`config.mk`:
```
export PLATFORM = sky130hd
export DESIGN_NAME = program_memory_arbiter
export DESIGN_NICKNAME = d
export VERILOG_FILES = /design/src/rtl/program_memory_arbiter.sv
export SDC_FILE = /design/constraint.sdc
export NUM_CORES = 1
export LEC_CHECK = 0
export BUFFER_PORTS_ARGS = -buffer_cell sky130_fd_sc_hd__buf_2
export CAP_MARGIN = 10
export CELL_PAD_IN_SITES_DETAIL_PLACEMENT = 0
export CELL_PAD_IN_SITES_GLOBAL_PLACEMENT = 1
export CORE_UTILIZATION = 22
export DETAILED_ROUTE_END_ITERATION = 6
export PLACE_DENSITY = 0.9
export SLEW_MARGIN = 20
export SYNTH_ARGS = -nofsm -noshare
export SYNTH_HDL_FRONTEND = slang
export SYNTH_SLANG_ARGS = --single-unit
```
`constraint.sdc`:
```
create_clock -name clk -period 3.2 [get_ports clk]
set_input_delay 0.16 -clock clk [delete_from_list [all_inputs] [get_ports clk]]
set_output_delay 0.16 -clock clk [all_outputs]
set_load 0.02 [all_outputs]
```
`src/rtl/program_memory_arbiter.sv`:
```
// Two-way round-robin arbiter sharing one single-port program memory between the
// CPU instruction and data masters. Optional write protection: PMA_WRITE_PROTECT_EN.
module program_memory_arbiter #(
   parameter int                ADDR_W   = 13,
   parameter int                DATA_W   = 32,
   parameter int                CNT_W    = 16,
   parameter logic [ADDR_W-1:0] WP_LIMIT = 13'h1000
) (
   input  logic                  clk,
   input  logic                  reset_n,
   input  logic                  freeze,
   input  logic                  i_read,
   input  logic [ADDR_W-1:0]     i_address,
   output logic                  i_waitrequest,
   output logic                  i_readdatavalid,
   output logic [DATA_W-1:0]     i_readdata,
   input  logic                  d_read,
   input  logic                  d_write,
   input  logic [ADDR_W-1:0]     d_address,
   input  logic [DATA_W/8-1:0]   d_byteenable,
   input  logic [DATA_W-1:0]     d_writedata,
   output logic                  d_waitrequest,
   output logic                  d_readdatavalid,
   output logic [DATA_W-1:0]     d_readdata,
   output logic [ADDR_W-1:0]     mem_address,
   output logic [DATA_W/8-1:0]   mem_byteenable,
   output logic                  mem_chipselect,
   output logic                  mem_write,
   output logic [DATA_W-1:0]     mem_writedata,
   input  logic [DATA_W-1:0]     mem_readdata,
   output logic [CNT_W-1:0]      contention_count,
   input  logic                  wp_clear,
   output logic                  wp_violation
);

   localparam int BE_W = DATA_W / 8;

   typedef enum logic {
      GRANT_I = 1'b0,
      GRANT_D = 1'b1
   } grant_e;

   grant_e            lastGrant_q, lastGrant_d;
   logic              iRvalid_q, iRvalid_d;
   logic              dRvalid_q, dRvalid_d;
   logic [CNT_W-1:0]  contCnt_q, contCnt_d;
   logic              iReq, dReq, grantI, grantD, wpBlock;

   // A tie goes to whichever port did not win last time.
   always_comb begin
      iReq   = i_read;
      dReq   = d_read | d_write;
      grantI = 1'b0;
      grantD = 1'b0;
      if (!freeze) begin
         if (iReq && (!dReq || lastGrant_q == GRANT_D)) begin
            grantI = 1'b1;
         end else if (dReq) begin
            grantD = 1'b1;
         end
      end
   end

`ifdef PMA_WRITE_PROTECT_EN
   logic wpViol_q, wpViol_d;

   always_comb begin
      wpBlock  = grantD & d_write & (d_address < WP_LIMIT);
      wpViol_d = wpViol_q;
      if (wpBlock) begin
         wpViol_d = 1'b1;
      end else if (wp_clear) begin
         wpViol_d = 1'b0;
      end
   end

   always_ff @(posedge clk or negedge reset_n) begin
      if (!reset_n) begin
         wpViol_q <= 1'b0;
      end else begin
         wpViol_q <= wpViol_d;
      end
   end

   assign wp_violation = wpViol_q;
`else
   logic unusedWp;

   assign unusedWp     = wp_clear ^ (^WP_LIMIT);
   assign wpBlock      = 1'b0;
   assign wp_violation = 1'b0;
`endif

   // A write blocked by protection is still acknowledged but never reaches the memory.
   always_comb begin
      mem_address    = grantD ? d_address : i_address;
      mem_byteenable = grantD ? d_byteenable : {BE_W{1'b1}};
      mem_writedata  = d_writedata;
      mem_chipselect = grantI | (grantD & ~wpBlock);
      mem_write      = grantD & d_write & ~wpBlock;
      i_waitrequest  = ~grantI;
      d_waitrequest  = ~grantD;
   end

   always_comb begin
      lastGrant_d = lastGrant_q;
      if (grantI) begin
         lastGrant_d = GRANT_I;
      end else if (grantD) begin
         lastGrant_d = GRANT_D;
      end
      iRvalid_d = grantI;
      dRvalid_d = grantD & ~d_write;
      contCnt_d = contCnt_q;
      if (!freeze && iReq && dReq && (contCnt_q != {CNT_W{1'b1}})) begin
         contCnt_d = contCnt_q + CNT_W'(1);
      end
   end

   always_ff @(posedge clk or negedge reset_n) begin
      if (!reset_n) begin
         lastGrant_q <= GRANT_D;
         iRvalid_q   <= 1'b0;
         dRvalid_q   <= 1'b0;
         contCnt_q   <= '0;
      end else begin
         lastGrant_q <= lastGrant_d;
         iRvalid_q   <= iRvalid_d;
         dRvalid_q   <= dRvalid_d;
         contCnt_q   <= contCnt_d;
      end
   end

   assign i_readdatavalid  = iRvalid_q;
   assign d_readdatavalid  = dRvalid_q;
   assign i_readdata       = mem_readdata;
   assign d_readdata       = mem_readdata;
   assign contention_count = contCnt_q;

endmodule

```
Word level (Yosys, flattened, before mapping)
Cells that the tools add are included.
W data, S select, Z words.
Cells by class
  muxes and demuxes: 9
  equality and inequality tests: 1
  reduce and logical (&&, ||, !) cells: 8
  bitwise gates (word level): 7
  add/sub/neg operators: 1
Operator list (number)
  $add A16 B1 Y16 const B: 1
  $ne A16 B16 Y1 const B: 1
  $mux W13: 1
  $mux W1: 7
  $logic_and A1 B1 Y1: 4
  $mux W4: 1
  $not A1 Y1: 3
  $and A1 B1 Y1: 2
  $logic_not A1 Y1: 2
  $or A1 B1 Y1: 2
  $reduce_bool A2 Y1: 1
  $logic_or A1 B1 Y1: 1
Storage, ports and cells
  register bits: 19
  output and inout port bits: 136
  logic and storage cells: 30

Logic depth before layout (Yosys ltp)
  depth after elaboration: 8
  depth in mapped cells: 5

Least setup slack after synthesis
OpenSTA, ideal clock, no wires.
  path kind: reg-to-reg
  start point: register contCnt_q[0] (netlist: contention_count[0])
  end point: register contCnt_q[1] (netlist: contention_count[1])
  arrival time: 1.929 ns
  cell stages (with the launch flop): 6
  data required time: 3.075 ns
  path slack: 1.146 ns
  buffers on the path: 0
  period minus slack after synthesis: 2.054 ns
  cells stage by stage: dfrtp_1 > ha_1 > nand4_4 > or4_4 > and2_4 > mux2_4
Between the ends
  word-level cells in the longest chain between the ends: 2
Ends and longest elaborated chain
  from (decl): RTL line 46  | logic [CNT_W-1:0] contCnt_q, contCnt_d;
  from (signal assigned): RTL line 130  | contCnt_q <= contCnt_d;
  parallel branches: the longest is 2 deep, another holds $add A16 B1 Y16
Parallel ways; which one is timed is not known.
A chain may end at the register's enable or synchronous reset.

Worst setup path after layout
  start point: register lastGrant_q
  end point: output port mem_address[9]
Between the ends
  word-level cells in the longest chain between the ends: 5
Ends and longest elaborated chain
  from (decl): RTL line 43  | grant_e lastGrant_q, lastGrant_d;
  from (signal assigned): RTL line 127  | lastGrant_q <= lastGrant_d;
  $logic_or A1 B1 Y1: RTL line 56  | if (iReq && (!dReq || lastGrant_q == GRANT_D)) begin
  $logic_and A1 B1 Y1: RTL line 56
  $mux W1: RTL line 56
  $mux W1: RTL line 55  | if (!freeze) begin
  $mux W13: RTL line 96  | mem_address = grantD ? d_address : i_address;
  to (decl): RTL line 25  | output logic [ADDR_W-1:0] mem_address,
No other way between the ends.

==> flow_summary.ini <==
[cells_and_area]
regArea_um2 = 477
multi_input_area_um2 = 651
fin_util_pct = 20.6
design_area_um2 = 1700
fin_nets = 289
drive_above_1_share_pct = 59.1
area_growth_pct = -9.32
num_antenna_cells = 0
fill_cells = 946

[timing]
rsz0062_at_grt = no
relSlewSlack_pct = 54.0
max_freq_mhz = 436
fin_skew_ns = 0.00416
hold_viol = 0
setup_violations = 0
setup_tns_ns = 0
slew_violations = 0
fin_crit_sh_pct = 71.6
finalCriticalPeriod_ns = 2.29
worst_pin_slew_ns = 0.686

[clock_network]
cts_hold_buf = 1
postCtsSetupRepairBufs = 0
cts_resized = 0
htreeDepth = 1
cts_root_buf = clkbuf_8
clockBufferDepth = 2
clkLatencyLatePin_ns = 0.26
clkTransAtPathRegs_ns = 0.07
cts_buffers = 3
clock-sinks = 19
cts_tree = built

[synth]
synthCells = 206
synthSimpleGateAreaFrac_pct = 15.5
synth_area_leaders = buf_4 39%, dfrtp_1 24%, mux2_2 9.6%
synth_edf_count = 0
ys_warn_count = 0
synth_top_cells_by_count = 97 x buf_4, 18 x dfrtp_1, 16 x mux2_2
yosysMostFrequentCell = buf_4
synthMuxAreaShare_pct = 10.4
synth.avg_cell_area_um2 = 9.12
synth_top_area_share_pct = 38.7
synthAdderAreaFrac_pct = 0.666
synth_flop_cell = dfrtp_1
ys_seq_area_share_pct = 25.4
synth_top_family_by_area = buffers and inverters
synthArstFlopShare_pct = 100
synth-xor-area-share_pct = 4.19
syn_nets = 308
synth-compound-area-share_pct = 3.66
synth-seq-cells = 19
synth_largest_area_cell = buf_4
netlist_area_um2 = 1880
yosysUniqueCellTypes = 35

[global_route]
antenna_found_initial = 0
grt_pass1_wl_um = 6930
grt_pass1_vias = 1223
grt_overflow = 0
grt_max_degree = 20
grt_use_total_pct = 10.5

[setup_path]
path_class = flip-flop to output pin
cp_cell_sequence = a21oi_1 -> o21ai_1 -> buf_4 -> mux2_2 -> buf_2
cp.arrival_ns = 2.13
max_stage_delay_ns = 0.54
path_buf_inv = 2
cp_max_fo = 12
end_kind = output pin
critPathTopFamily = flip-flops
cp_slowest_cell = dfstp_2
ff2ff_setup_slack_ns = 1.15
start_kind = flip-flop
crit_required_ns = 3.04

[die]
initial_core_util_pct = 22.8
die_y_um = 94.4
core_area_um2 = 8260
die_area_um2 = 8920
ios = 237
rows = 33
die_w_um = 94.4

[route]
antenna_left = 0
drtIter0Drc = 30
routed_wl_um = 4740
first_pass_iters = 4
drc = 0
wl_per_cell_um = 16.3
vias_per_cell = 4.13
via_count = 1203

[power]
ir_drop_mv = 0.130
p_leak_uw = 0.000827
p_per_area_nw_per_um2 = 481

[placement]
hpwl_um = 4060
gp_congestion = 0.717
post_dp_cell_area_um2 = 1650
port_buffers = 74

[worst_hold_path]
min_path_type = primary input to flip-flop

[run]
cap_violations = 0

[status]
status = finished, final reports clean
## cells in the final DEF, fill, tap and decap left out, types with 3 or more instances in the layout
master / n
mux2_2: 16
nor4_1: 5
inv_1: 3
o21ai_0: 3
a21oi_1: 4
clkbuf_8: 3
buf_2: 74
xor2_1: 4
nor3_1: 5
nand3_1: 6
or2_2: 5
xnor2_1: 5
nand2_1: 7
dfrtp_1: 18
## report_power, final
| group | internal, uW | total (uW) | switching (uW) |
|---|---|---|---|
| Clock | 86.6 | 168 | 81.4 |
| Combinational | 127 | 309 | 182 |
| Sequential | 281 | 342 | 60.6 |
| Total | 495 | 819 | 324 |
## cells by family (layout without fill, tap and decap cells)
family	count (synthesis)	in the layout
buffers and inverters	103	83
AND/OR/NAND/NOR	44	44
flip-flops	19	19
multiplexers	17	17
AO/OA/AOI/OAI	12	12
XOR/XNOR	9	9
adder cells (fa/ha/maj)	1	1
other	1	1
## metal layers
layer,global-route usage [%],vias up,routed length (um)
met2,20.5,108,2670
met1,10.1,553,1500
met5,0,-,0
met3,4.75,2,561
met4,1.54,0,10
li1,-,540,-
## cell type report
cell class / count / area share [%]
multi-input combinational: 84 / 38.2
sequential: 19 / 28.0
timing repair buffer: 76 / 22.8
tap: 105 / 7.71
clock buffer: 3 / 2.42
inverter: 3 / 0.661
clock inverter: 1 / 0.294
## worst reg2reg max path: stages (launching register included)
cell,delay (ns)
dfrtp_1,0.43
ha_1,0.28
nand4_4,0.16
or4_4,0.58
and2_4,0.20
mux2_4,0.29
## flip-flops by register name, summed over array words and instances (netlist names)
register          flops
i_readdatavalid       1
lastGrant_q           1
d_readdatavalid       1
contention_count     16
## path summary, 6_finish.rpt
kind                                      from              endpoint  cells after the start
hold / removal                         d_write       d_readdatavalid                      2
min in group asynchronous              reset_n  contention_count[13]                      2
max in group asynchronous              reset_n           lastGrant_q                      2
setup reg to reg           contention_count[0]   contention_count[1]                      5
setup / recovery                   lastGrant_q        mem_address[9]                      5
hold reg to reg                    lastGrant_q           lastGrant_q                      2
## through the flow
step	total power, uW	setup slack [ns]	std cells	hold WS, ns
6_report	819	0.907	291	0.142
5_1_grt	880	0.772	291	0.135
4_1_cts	838	0.873	291	0.139
3_5_place_dp	665	1.17	286	0.127
3_3_place_gp	654	1.19	286	0.115
2_1_floorplan	706	1.15	206	-0.136
(Power assumes the default switching activity.)
